## config.mk

```make
export PLATFORM = sky130hd
export DESIGN_NAME = imem_loader
export DESIGN_NICKNAME = d
export VERILOG_FILES = /design/src/rtl/imem_loader_pkg.sv /design/src/rtl/imem_loader_word_packer.sv /design/src/rtl/imem_loader.sv
export SDC_FILE = /design/constraint.sdc
export NUM_CORES = 1
export LEC_CHECK = 0
export ABC_AREA = 0
export CAP_MARGIN = 20
export CORE_MARGIN = 3
export CORE_UTILIZATION = 25
export CTS_CLUSTER_DIAMETER = 60
export DETAILED_ROUTE_END_ITERATION = 12
export GPL_TIMING_DRIVEN = 0
export SYNTH_ARGS = -nofsm -noshare
export SYNTH_HDL_FRONTEND = slang
export SYNTH_SLANG_ARGS = --single-unit
```

## constraint.sdc

```tcl
create_clock -name clk -period 3.6 [get_ports clk]
set_clock_uncertainty 0.05 [all_clocks]
set_input_delay 0.72 -clock clk [delete_from_list [all_inputs] [get_ports clk]]
set_output_delay 0.72 -clock clk [all_outputs]
set_load 0.02 [all_outputs]
```

## src/rtl/imem_loader_pkg.sv

```systemverilog
// Shared definitions for the boot-time instruction-memory loader.
// Frame layout: LEN_HI, LEN_LO, N big-endian words, one XOR checksum byte.
package imem_loader_pkg;

  typedef enum logic [2:0] {
    HDR_HI = 3'd0,
    HDR_LO = 3'd1,
    DATA   = 3'd2,
    CHECK  = 3'd3,
    DONE   = 3'd4,
    ERROR  = 3'd5
  } state_t;

  localparam int LEN_BYTES   = 2;
  localparam int WORD_BYTES  = 4;
  localparam int CKSUM_BYTES = 1;

  // Total frame length in bytes for a given word count.
  function automatic int frame_bytes(input int n_words);
    return LEN_BYTES + WORD_BYTES * n_words + CKSUM_BYTES;
  endfunction

endpackage

```

## src/rtl/imem_loader_word_packer.sv

```systemverilog
// Collects stream bytes MSB-first into 32-bit words; word/word_valid are
// combinational so the caller can register them in the same cycle as the 4th byte.
module loader_word_packer
  import imem_loader_pkg::*;
(
  input  logic        clk,
  input  logic        reset,
  input  logic        clear,
  input  logic        byte_valid,
  input  logic [7:0]  byte_data,
  output logic [31:0] word,
  output logic        word_valid
);

  logic [23:0] shreg;
  logic [1:0]  byte_cnt;

  assign word       = {shreg, byte_data};
  assign word_valid = byte_valid && (byte_cnt == 2'(WORD_BYTES - 1));

  always_ff @(posedge clk or posedge reset) begin
    if (reset) begin
      shreg    <= '0;
      byte_cnt <= '0;
    end else if (clear) begin
      shreg    <= '0;
      byte_cnt <= '0;
    end else if (byte_valid) begin
      shreg    <= word[23:0];
      byte_cnt <= byte_cnt + 2'd1;
    end
  end

endmodule

```

## src/rtl/imem_loader.sv

```systemverilog
// Loads a length-prefixed, XOR-checksummed program image into imem and holds
// the core in reset until a complete image has been verified.
//
// state  | meaning
// HDR_HI | waiting for word-count high byte
// HDR_LO | waiting for word-count low byte; range check
// DATA   | receiving data bytes, one imem write per 4 bytes
// CHECK  | waiting for checksum byte
// DONE   | image good, core released
// ERROR  | bad length or checksum, core held in reset
module imem_loader
  import imem_loader_pkg::*;
#(
  parameter int ADDR_W    = 8,
  parameter int BASE_ADDR = 0
) (
  input  logic              clk,
  input  logic              reset,
  input  logic [7:0]        rx_data,
  input  logic              rx_valid,
  output logic              rx_ready,
  input  logic              restart,
  output logic              imem_we,
  output logic [ADDR_W-1:0] imem_addr,
  output logic [31:0]       imem_wdata,
  output logic              cpu_reset,
  output logic              done,
  output logic              error
);

  localparam int unsigned DEPTH = 1 << ADDR_W;
  localparam logic [31:0] CAP   = 32'(DEPTH - BASE_ADDR);
  localparam logic [ADDR_W-1:0] BASE = ADDR_W'(BASE_ADDR);

  state_t      state;
  logic [15:0] len;
  logic [15:0] word_cnt;
  logic [7:0]  cksum;

  logic        xfer;
  logic [15:0] len_rx;
  logic        len_too_big;
  logic        last_word;
  logic [31:0] packed_word;
  logic        word_valid;

  // restart wins over a coincident byte, so the byte is never counted as transferred
  assign xfer        = rx_valid && rx_ready && !restart;
  assign len_rx      = {len[15:8], rx_data};
  assign len_too_big = {16'h0, len_rx} > CAP;
  assign last_word   = (word_cnt + 16'd1) == len;

  loader_word_packer u_packer (
    .clk        (clk),
    .reset      (reset),
    .clear      (restart),
    .byte_valid (xfer && (state == DATA)),
    .byte_data  (rx_data),
    .word       (packed_word),
    .word_valid (word_valid)
  );

  always_ff @(posedge clk or posedge reset) begin
    if (reset) begin
      state      <= HDR_HI;
      len        <= '0;
      word_cnt   <= '0;
      cksum      <= '0;
      rx_ready   <= 1'b0;
      imem_we    <= 1'b0;
      imem_addr  <= '0;
      imem_wdata <= '0;
      cpu_reset  <= 1'b1;
      done       <= 1'b0;
      error      <= 1'b0;
    end else begin
      imem_we <= 1'b0;
      if (restart) begin
        state     <= HDR_HI;
        len       <= '0;
        word_cnt  <= '0;
        cksum     <= '0;
        rx_ready  <= 1'b1;
        cpu_reset <= 1'b1;
        done      <= 1'b0;
        error     <= 1'b0;
      end else begin
        case (state)
          HDR_HI: begin
            rx_ready <= 1'b1;
            if (xfer) begin
              len[15:8] <= rx_data;
              cksum     <= cksum ^ rx_data;
              state     <= HDR_LO;
            end
          end
          HDR_LO: begin
            rx_ready <= 1'b1;
            if (xfer) begin
              len   <= len_rx;
              cksum <= cksum ^ rx_data;
              if (len_too_big) begin
                state    <= ERROR;
                error    <= 1'b1;
                rx_ready <= 1'b0;
              end else if (len_rx == 16'h0) begin
                state <= CHECK;
              end else begin
                state <= DATA;
              end
            end
          end
          DATA: begin
            rx_ready <= 1'b1;
            if (xfer) begin
              cksum <= cksum ^ rx_data;
              if (word_valid) begin
                imem_we    <= 1'b1;
                imem_addr  <= BASE + ADDR_W'(word_cnt);
                imem_wdata <= packed_word;
                word_cnt   <= word_cnt + 16'd1;
                if (last_word) state <= CHECK;
              end
            end
          end
          CHECK: begin
            rx_ready <= 1'b1;
            if (xfer) begin
              rx_ready <= 1'b0;
              if (rx_data == cksum) begin
                state     <= DONE;
                done      <= 1'b1;
                cpu_reset <= 1'b0;
              end else begin
                state <= ERROR;
                error <= 1'b1;
              end
            end
          end
          default: rx_ready <= 1'b0;
        endcase
      end
    end
  end

endmodule

```

# Word-level counts from Yosys, hierarchy flattened
# Cells that the tools add are included.
totals:
  reg_bits: 114
  in_bits: 12
  output_inout_bits: 45
op_classes:
  addsub: 2
  n_lt_le_gt_ge: 1
  n_eq_ne: 15
  muxes: 50
  n_bitwise: 2
  reduce_logical: 28
ops:
  columns: ["operator", "n"]
  rows:
  - ["two-way mux 16 bit", 5]
  - ["two-way mux 24 bit", 2]
  - ["two-way mux 8 bit", 6]
  - ["two-way mux 3 bit", 8]
  - ["two-way mux 1 bit", 23]
  - ["inequality test 3 bit, second input constant", 7]
  - ["nonzero test 2 bit", 9]
  - ["adder 16 x 1 -> 16 bit, second input constant", 1]
  - ["equality test 16 bit", 1]
  - ["greater-than comparator 16 x 9 -> 1 bit, second input constant", 1]
  - ["logical NOT 16 bit", 1]
  - ["one-hot mux 8 bit (2 select lines)", 1]
  - ["one-hot mux 3 bit (4 select lines)", 1]
  - ["AND reduction 3 bit", 3]
  - ["equality test 8 bit", 1]
  - ["XOR 8 bit", 1]
  - ["AND reduction 7 bit", 1]
  - ["equality test 3 x 2 -> 1 bit, second input constant", 2]
  - ["AND reduction 5 bit", 1]
  - ["nonzero test 5 bit", 1]
  - ["logical AND 1 bit", 4]
  - ["two-way mux 2 bit", 2]
  - ["AND reduction 2 bit", 2]
  - ["AND reduction 4 bit", 1]
  - ["13 further kinds", 13]

# Longest topological paths before layout
# Gate-level depths: netlist of run 1.
depth:
  depth_word: 8
  mapped_depth: 9
  ltp_nobuf: 8

# Modules after synthesis
# Synthesis of run 1 repeated with hierarchy kept, for this count alone.
unflattened:
  hier_cells: 474
  hier_area_um2: 5367.6
by_module_without_submodules:
  columns: ["mod", "n_inst", "cells_each", "area_per_inst_um2", "seq_area_each_um2"]
  rows:
  - ["imem_loader", 1, 379, 4209.0, 2203.4]
  - ["loader_word_packer", 1, 95, 1158.6, 650.6]

# Worst setup path before layout of run 1
# OpenSTA, ideal clock, no wires.
synth_timing:
  path_type: "input -> register"
  from: "input rx_valid"
  to: "register state[0]"
  setup_time_ns: 0.125
  t_arrival_ns: 2.050
  required_ns: 3.425
  setup_slack_ns: 1.375
  path_stages: 8
  cell_sequence: "nand2_1 > or2_0 > clkbuf_1 > nor4_1 > nand4_1 > nor4_4 > a21oi_1 > mux2_4"
synth_between:
  elab_chain_cells: 6
synth_rtl:
  columns: ["element", "line", "text"]
  rows:
  - ["start, declared", "imem_loader.sv:20", "input logic rx_valid,"]
  - ["logical AND 1 bit * (2 in a row)", "imem_loader.sv:48", "assign xfer = rx_valid && rx_ready && !restart;"]
  - ["logical AND 1 bit", "imem_loader.sv:57", ".byte_valid (xfer && (state == DATA)),"]
  - ["logical AND 1 bit", "imem_loader_word_packer.sv:19", "assign word_valid = byte_valid && (byte_cnt == 2'(WORD_BYTES - 1));"]
  - ["inequality test 3 x 2 -> 1 bit (no source line)", null, null]
  - ["AND reduction 7 bit (no source line) *", null, null]
  - ["end signal, assigned", "imem_loader.sv:65", "state <= HDR_HI;"]
  - ["end signal, assigned", "imem_loader.sv:79", "state <= HDR_HI;"]
  - ["end signal, assigned", "imem_loader.sv:94", "state <= HDR_LO;"]
  - ["end, declared", "imem_loader.sv:35", "state_t state;"]
# Mark *: on every way between the ends. The rest lies on a longest branch, timed or not.
# A chain may end at the register's enable or synchronous reset.

# Final worst setup path of run 1
# Ends and elaborated chain as after synthesis.

==> results.py, run 1 <==
metrics = {
    "detailed_routing": {
        "drtIter0Drc": 181,
        "drt_first_pass_iters": 5,
        "drt-wirelength-per-cell_um": 14.74,
        "routed_wl_um": 12510,
        "drc": 0,
        "final_antenna_net_count": 0,
        "routed_via_density": 4.400,
        "vias": 3736,
    },
    "place": {
        "pre_cts_slack_ns": 0.5035,
        "place.gp.congestion": 0.7911,
        "placed_cell_area_um2": 6136,
        "dpl.hpwl_um": 9104,
        "io_buffers": 53,
    },
    "cts": {
        "post_cts_resized": 0,
        "insertion_delay_ns": 0.42,
        "holdBufCountCts": 0,
        "clkTransAtPathRegs_ns": 0.05,
        "cts.sinks": 114,
        "cts_tree": "yes",
        "cts_buffer_depth": 2,
        "cts_made_buffers": 17,
        "postCtsSetupBuffers": 0,
        "cts_root_buf": "clkbuf_16",
        "htree_levels": 4,
    },
    "grt": {
        "grt_pass1_vias": 3786,
        "grt_start_max_net_pins": 38,
        "grt_pass1_wl_um": 20530,
        "antenna_found_initial": 0,
        "grt_overflow": 0,
        "grt_util_all_layers_pct": 11.76,
    },
    "critical_path": {
        "start_kind": "input pin",
        "reg2reg_to": "state[0]$_DFFE_PP0P_",
        "arrival_ns": 2.93,
        "reg2reg_depth": 8,
        "critPathMaxFanout": 6,
        "path_class": "input pin to flop",
        "r2r-start": "word_cnt[1]$_DFFE_PP0P_",
        "r2r_slack_ns": 1.12,
        "crit_required_ns": 3.84,
        "end_kind": "flop",
    },
    "timing": {
        "drv_slew": 0,
        "slew_headroom_pct": 40.62,
        "fmax_ghz": 0.3726,
        "setup_tns_ns": 0,
        "final.min_clock_period_ns": 2.684,
        "tightestPinTransition_ns": 0.8839,
        "fin_ws_ns": 0.9164,
        "setup_viol": 0,
        "fin_crit_sh_pct": 74.55,
        "rsz0062_at_grt": "false",
        "finalHoldViolations": 0,
    },
    "yosys": {
        "ys_ff_latch": 114,
        "synth_edf_count": 0,
        "postSynthCellCount": 491,
        "syn_area_um2": 5204,
        "seq_area_frac_synth_pct": 54.84,
        "synth_nets": 505,
        "synth_cell_type_count": 40,
        "async_flop_share_pct": 100.0,
        "synth.avg_cell_area_um2": 10.60,
        "synth_ff_type": "dfrtp_1",
        "yosys_warnings": 0,
    },
    "die": {
        "rows": 52,
        "die_w_um": 150.3,
        "core_um2": 20360,
        "start_util_pct": 25.55,
        "die-height_um": 150.3,
        "ioPinCount": 57,
        "dieArea_um2": 22580,
    },
    "layout": {
        "area_growth_pct": 29.50,
        "stdcell_area_um2": 6739,
        "regArea_um2": 2854,
        "utilization_pct": 33.09,
        "num_antenna_cells": 0,
        "drive_above_1_share_pct": 15.37,
        "nets": 580,
        "multiInputGateArea_um2": 2201,
        "nFillCells": 2060,
    },
    "outcome": {
        "outcome": "finished clean",
    },
    "min_path": {
        "hold_depth": 2,
        "holdCritPathClass": "flop to flop",
        "hold_start": "cpu_reset$_DFFE_PP1P_",
        "min_to": "cpu_reset$_DFFE_PP1P_",
    },
    "pwr": {
        "ir_worst_vdd_v": 0.0003218,
        "leakage_nw": 2.981,
        "p_per_area_nw_per_um2": 501.0,
    },
    "run": {
        "drv_cap": 0,
    },
}
[Yosys cell counts (2+ instances only)]
master	number	share of area, %
nor3_1	7	0.67
ha_1	2	0.48
mux2_2	40	8.7
and4_1	3	0.51
nand2_1	76	5.5
a22o_1	8	1.3
o21ai_0	9	0.87
a21oi_1	35	3.4
nor2b_1	2	0.24
or3_1	5	0.60
or4_1	3	0.43
nand3_1	10	0.96
nor2_1	50	3.6
mux2i_1	10	1.9
dfrtp_1	113	54
nor4_1	5	0.60
clkbuf_1	18	1.3
xor2_1	30	5.0
xnor2_1	22	3.7
and3_1	3	0.36
buf_2	10	0.96
inv_1	5	0.36
a31oi_1	2	0.24
nand4_1	7	0.84
[sequential cells by signal, indices dropped and copies added (netlist names)]
register and flops:
cksum 8, state 3, error 1, done 1
word_cnt 16, u_packer.byte_cnt 2, cpu_reset 1, u_packer.shreg 24
imem_we 1, rx_ready 1, len 16, imem_addr 8
imem_wdata 32
[per-layer routing]
metal | vias to the layer above | routed length, µm | track usage, %
li1 | 1823 | - | -
met1 | 1828 | 6122 | 16.50
met2 | 75 | 5719 | 17.43
met3 | 10 | 542 | 3.552
met4 | 0 | 129 | 3.614
met5 | - | 0 | 0
[how the worst max path moves through the flow]
stage                         from                         to  slack, ns  cells past startpoint
after global placement       reset  imem_wdata[2]$_DFFE_PP0P_       0.27                      2
after floorplan           rx_valid       state[0]$_DFFE_PP0P_       1.38                      8
final                     rx_valid       state[0]$_DFFE_PP0P_       0.92                      9
after detailed placement  rx_valid       state[0]$_DFFE_PP0P_       0.50                      9
after CTS                 rx_valid       state[0]$_DFFE_PP0P_       0.95                      9
after global routing      rx_valid       state[0]$_DFFE_PP0P_       0.80                      9
[placed cells by master (no fill, tap or decap), types with 4 or more instances in the layout]
master,netlist,final
nor2_1,50,50
clkbuf_1,18,23
nor4_1,5,5
inv_1,5,4
a21oi_1,35,35
o21ai_0,9,9
clkbuf_16,0,17
nand3_1,10,10
a22o_1,8,8
or3_1,5,5
clkdlybuf4s50_1,0,53
mux2_2,40,40
nor3_1,7,7
nand4_1,7,7
dfrtp_1,113,113
nand2_1,76,76
xnor2_1,22,22
buf_2,10,10
bufinv_16,0,4
mux2i_1,10,10
xor2_1,30,30
[area by class of cell]
| cell class | instances | share of cell area, % |
|---|---|---|
| Sequential cell | 114 | 42.35 |
| Multi-Input combinational cell | 342 | 32.66 |
| Timing Repair Buffer | 56 | 8.763 |
| Clock buffer | 22 | 6.591 |
| Tap cell | 270 | 5.013 |
| Clock inverter | 10 | 2.358 |
| Buffer | 30 | 1.931 |
| Inverter | 5 | 0.3342 |
[power by group]
part,switching [mW],internal [mW],leakage [nW]
clock network,0.564,1.15,0.288
registers,0.0457,1.32,1.57
logic,0.171,0.119,1.12
total,0.780,2.60,2.98
[through the flow]
step,hold WS (ns),power (mW),cells
after global placement,0.4392,1.672,814
after floorplan,0.4293,1.587,491
final,0.4487,3.376,849
after global routing,0.4670,3.528,849
after CTS,0.4572,3.429,849
after detailed placement,0.4447,1.684,817
[worst max-delay path, cell delays in order]
cell             delay, ns
clkdlybuf4s50_1       0.59
nand2_1               0.09
or2_0                 0.20
clkbuf_1              0.18
nor4_1                0.33
nand4_1               0.19
nor4_4                0.18
a21oi_1               0.14
mux2_4                0.31
[cell families after synthesis]
group / count (synthesis) / synth area share, %
multiplexers: 51 / 10.87
adder cells (fa/ha/maj): 2 / 0.4808
AO/OA/AOI/OAI: 58 / 6.468
AND/OR/NAND/NOR: 179 / 15.73
buffers and inverters: 35 / 2.861
XOR/XNOR: 52 / 8.752
flip-flops: 114 / 54.84
Note: power is estimated with default switching activity, not from simulation.
==> inputs of run 2 (changes only) <==
Clock period 3.6 ns to 2.3 ns, I/O delays scaled along.
==> results.py, run 2 (synthesis gave the netlist of run 1 again) <==
metrics = {
    "grt": {
        "grt_start_max_net_pins": 38,
        "grt.met1_usage_pct": 16.51,
        "grt_overflow": 0,
        "grt_pass1_wl_um": 20620,
        "met2_usage_pct": 17.60,
        "grt.busiest_layer": "met2",
        "antenna_found_initial": 0,
        "grt_pass1_vias": 3797,
        "grt_util_all_layers_pct": 11.81,
        "use_met3_pct": 3.552,
    },
    "layout": {
        "nFillCells": 2065,
        "nets": 583,
        "drive_above_1_share_pct": 18.04,
        "largest_register_ffs": 32,
        "stdcell_area_um2": 6838,
        "regMostFlops": "imem_wdata",
        "layout_common_cells": "dfrtp_1, nand2_1, clkdlybuf4s50_1, nor2_1, mux2_2",
        "area_growth_pct": 31.40,
        "final_cells": 852,
        "reg_top3": "imem_wdata (32), u_packer.shreg (24)",
        "final_common_cell": "dfrtp_1",
        "num_antenna_cells": 0,
    },
    "die": {
        "die-height_um": 150.3,
        "core_um2": 20360,
        "ioPinCount": 57,
        "rows": 52,
        "start_util_pct": 25.55,
        "die_w_um": 150.3,
        "dieArea_um2": 22580,
    },
    "cts": {
        "cts.sinks": 114,
        "holdBufCountCts": 0,
        "htree_levels": 4,
        "cts_buffer_depth": 2,
        "cts_made_buffers": 17,
        "insertion_delay_ns": 0.42,
        "cts_tree": "yes",
        "cts_root_buf": "clkbuf_16",
        "clkTransAtPathRegs_ns": 0.05,
    },
    "place": {
        "io_buffers": 53,
        "pre_cts_slack_ns": -0.5365,
        "placed_cell_area_um2": 6136,
        "place.gp.congestion": 0.7911,
        "dpl.cell_count": 817,
        "dpl.hpwl_um": 9104,
    },
    "timing": {
        "final.min_clock_period_ns": 2.208,
        "fin_crit_sh_pct": 96.01,
        "fin_ws_ns": 0.09167,
        "drv_slew": 0,
        "tightestPinTransition_ns": 0.8809,
        "fmax_ghz": 0.4528,
        "finalHoldViolations": 0,
        "setup_viol": 0,
        "slew_headroom_pct": 40.82,
    },
    "pwr": {
        "ir_worst_vdd_v": 0.0005037,
        "leakage_nw": 3.008,
        "p_per_area_nw_per_um2": 776.1,
        "total_power_mw": 5.307,
    },
    "detailed_routing": {
        "drtIter0Drc": 194,
        "routed_via_density": 4.425,
        "drt_first_pass_iters": 4,
        "final_antenna_net_count": 0,
        "vias": 3770,
        "drc": 0,
        "drt-wirelength-per-cell_um": 14.82,
        "routed_wl_um": 12630,
    },
    "critical_path": {
        "crit_required_ns": 2.54,
        "start_kind": "flop",
        "path_class": "flop to flop",
        "r2r_slack_ns": 0.09,
        "startpoint": "word_cnt[4]$_DFFE_PP0P_",
        "critPathMaxFanout": 6,
        "arrival_ns": 2.45,
        "reg2reg_depth": 6,
        "end_kind": "flop",
        "r2r-start": "word_cnt[4]$_DFFE_PP0P_",
    },
    "outcome": {
        "outcome": "finished clean",
    },
    "run": {
        "drv_cap": 0,
    },
    "min_path": {
        "holdCritPathClass": "input pin to async pin",
    },
}
## run 2: per-stage QoR
stage / utilization [%] / TNS [ns] / hold WS (ns)
finish: 33.58 / 0 / 0.3002
global route: 33.58 / -0.01097 / 0.3164
CTS: 33.31 / 0 / 0.2902
detailed placement: 30.13 / -20.39 / 0.4447
global placement: 29.84 / -105.15 / 0.4392
floorplan: - / 0 / 0.4293
## run 2: final cells by class
class	instances	area [µm²]	share of cell area (%)
clock inverters	10	158.9	2.324
flip-flops and latches	114	2856	41.77
well taps	270	337.8	4.941
multi-input cells	342	2255	32.97
plain buffers	28	136.4	1.995
repair buffers	61	626.9	9.167
clock buffers	22	444.2	6.496
inverters	5	22.52	0.3294
## run 2: report_power, final
part / total (mW) / switching [mW] / internal, mW
clock: 2.69 / 0.890 / 1.80
combinational: 0.465 / 0.275 / 0.189
sequential: 2.15 / 0.0744 / 2.07
## run 2: worst paths after layout
path | end
min reg2reg | cpu_reset$_DFFE_PP1P_
min in group clk | u_packer.shreg[0]$_DFFE_PP0P_
max in group asynchronous | imem_wdata[0]$_DFFE_PP0P_
max | state[0]$_DFFE_PP0P_
max reg2reg | state[0]$_DFFE_PP0P_
min | imem_addr[3]$_DFFE_PP0P_
## run 2: critical path, cell delays in order, from the launching register on
cell     delay, ns
dfrtp_1       0.45
nand4_1       0.28
or4_1         0.57
a21oi_1       0.14
and4_1        0.22
a21oi_2       0.08
mux2_4        0.30
## run 2: what timing repair did
item                                   CTS  global route
setup endpoints to repair                3            23
buffers inserted                         3             2
resized for setup                        9            16
endpoints found under the hold margin    0             0
cloned                                   0             0
pin swaps                                1            10
## run 2: per-layer routing
metal	wire length, µm	vias to the layer above
li1	-	1832
met1	6115	1851
met2	5799	78
met3	585	9
met4	127	0
met5	0	-
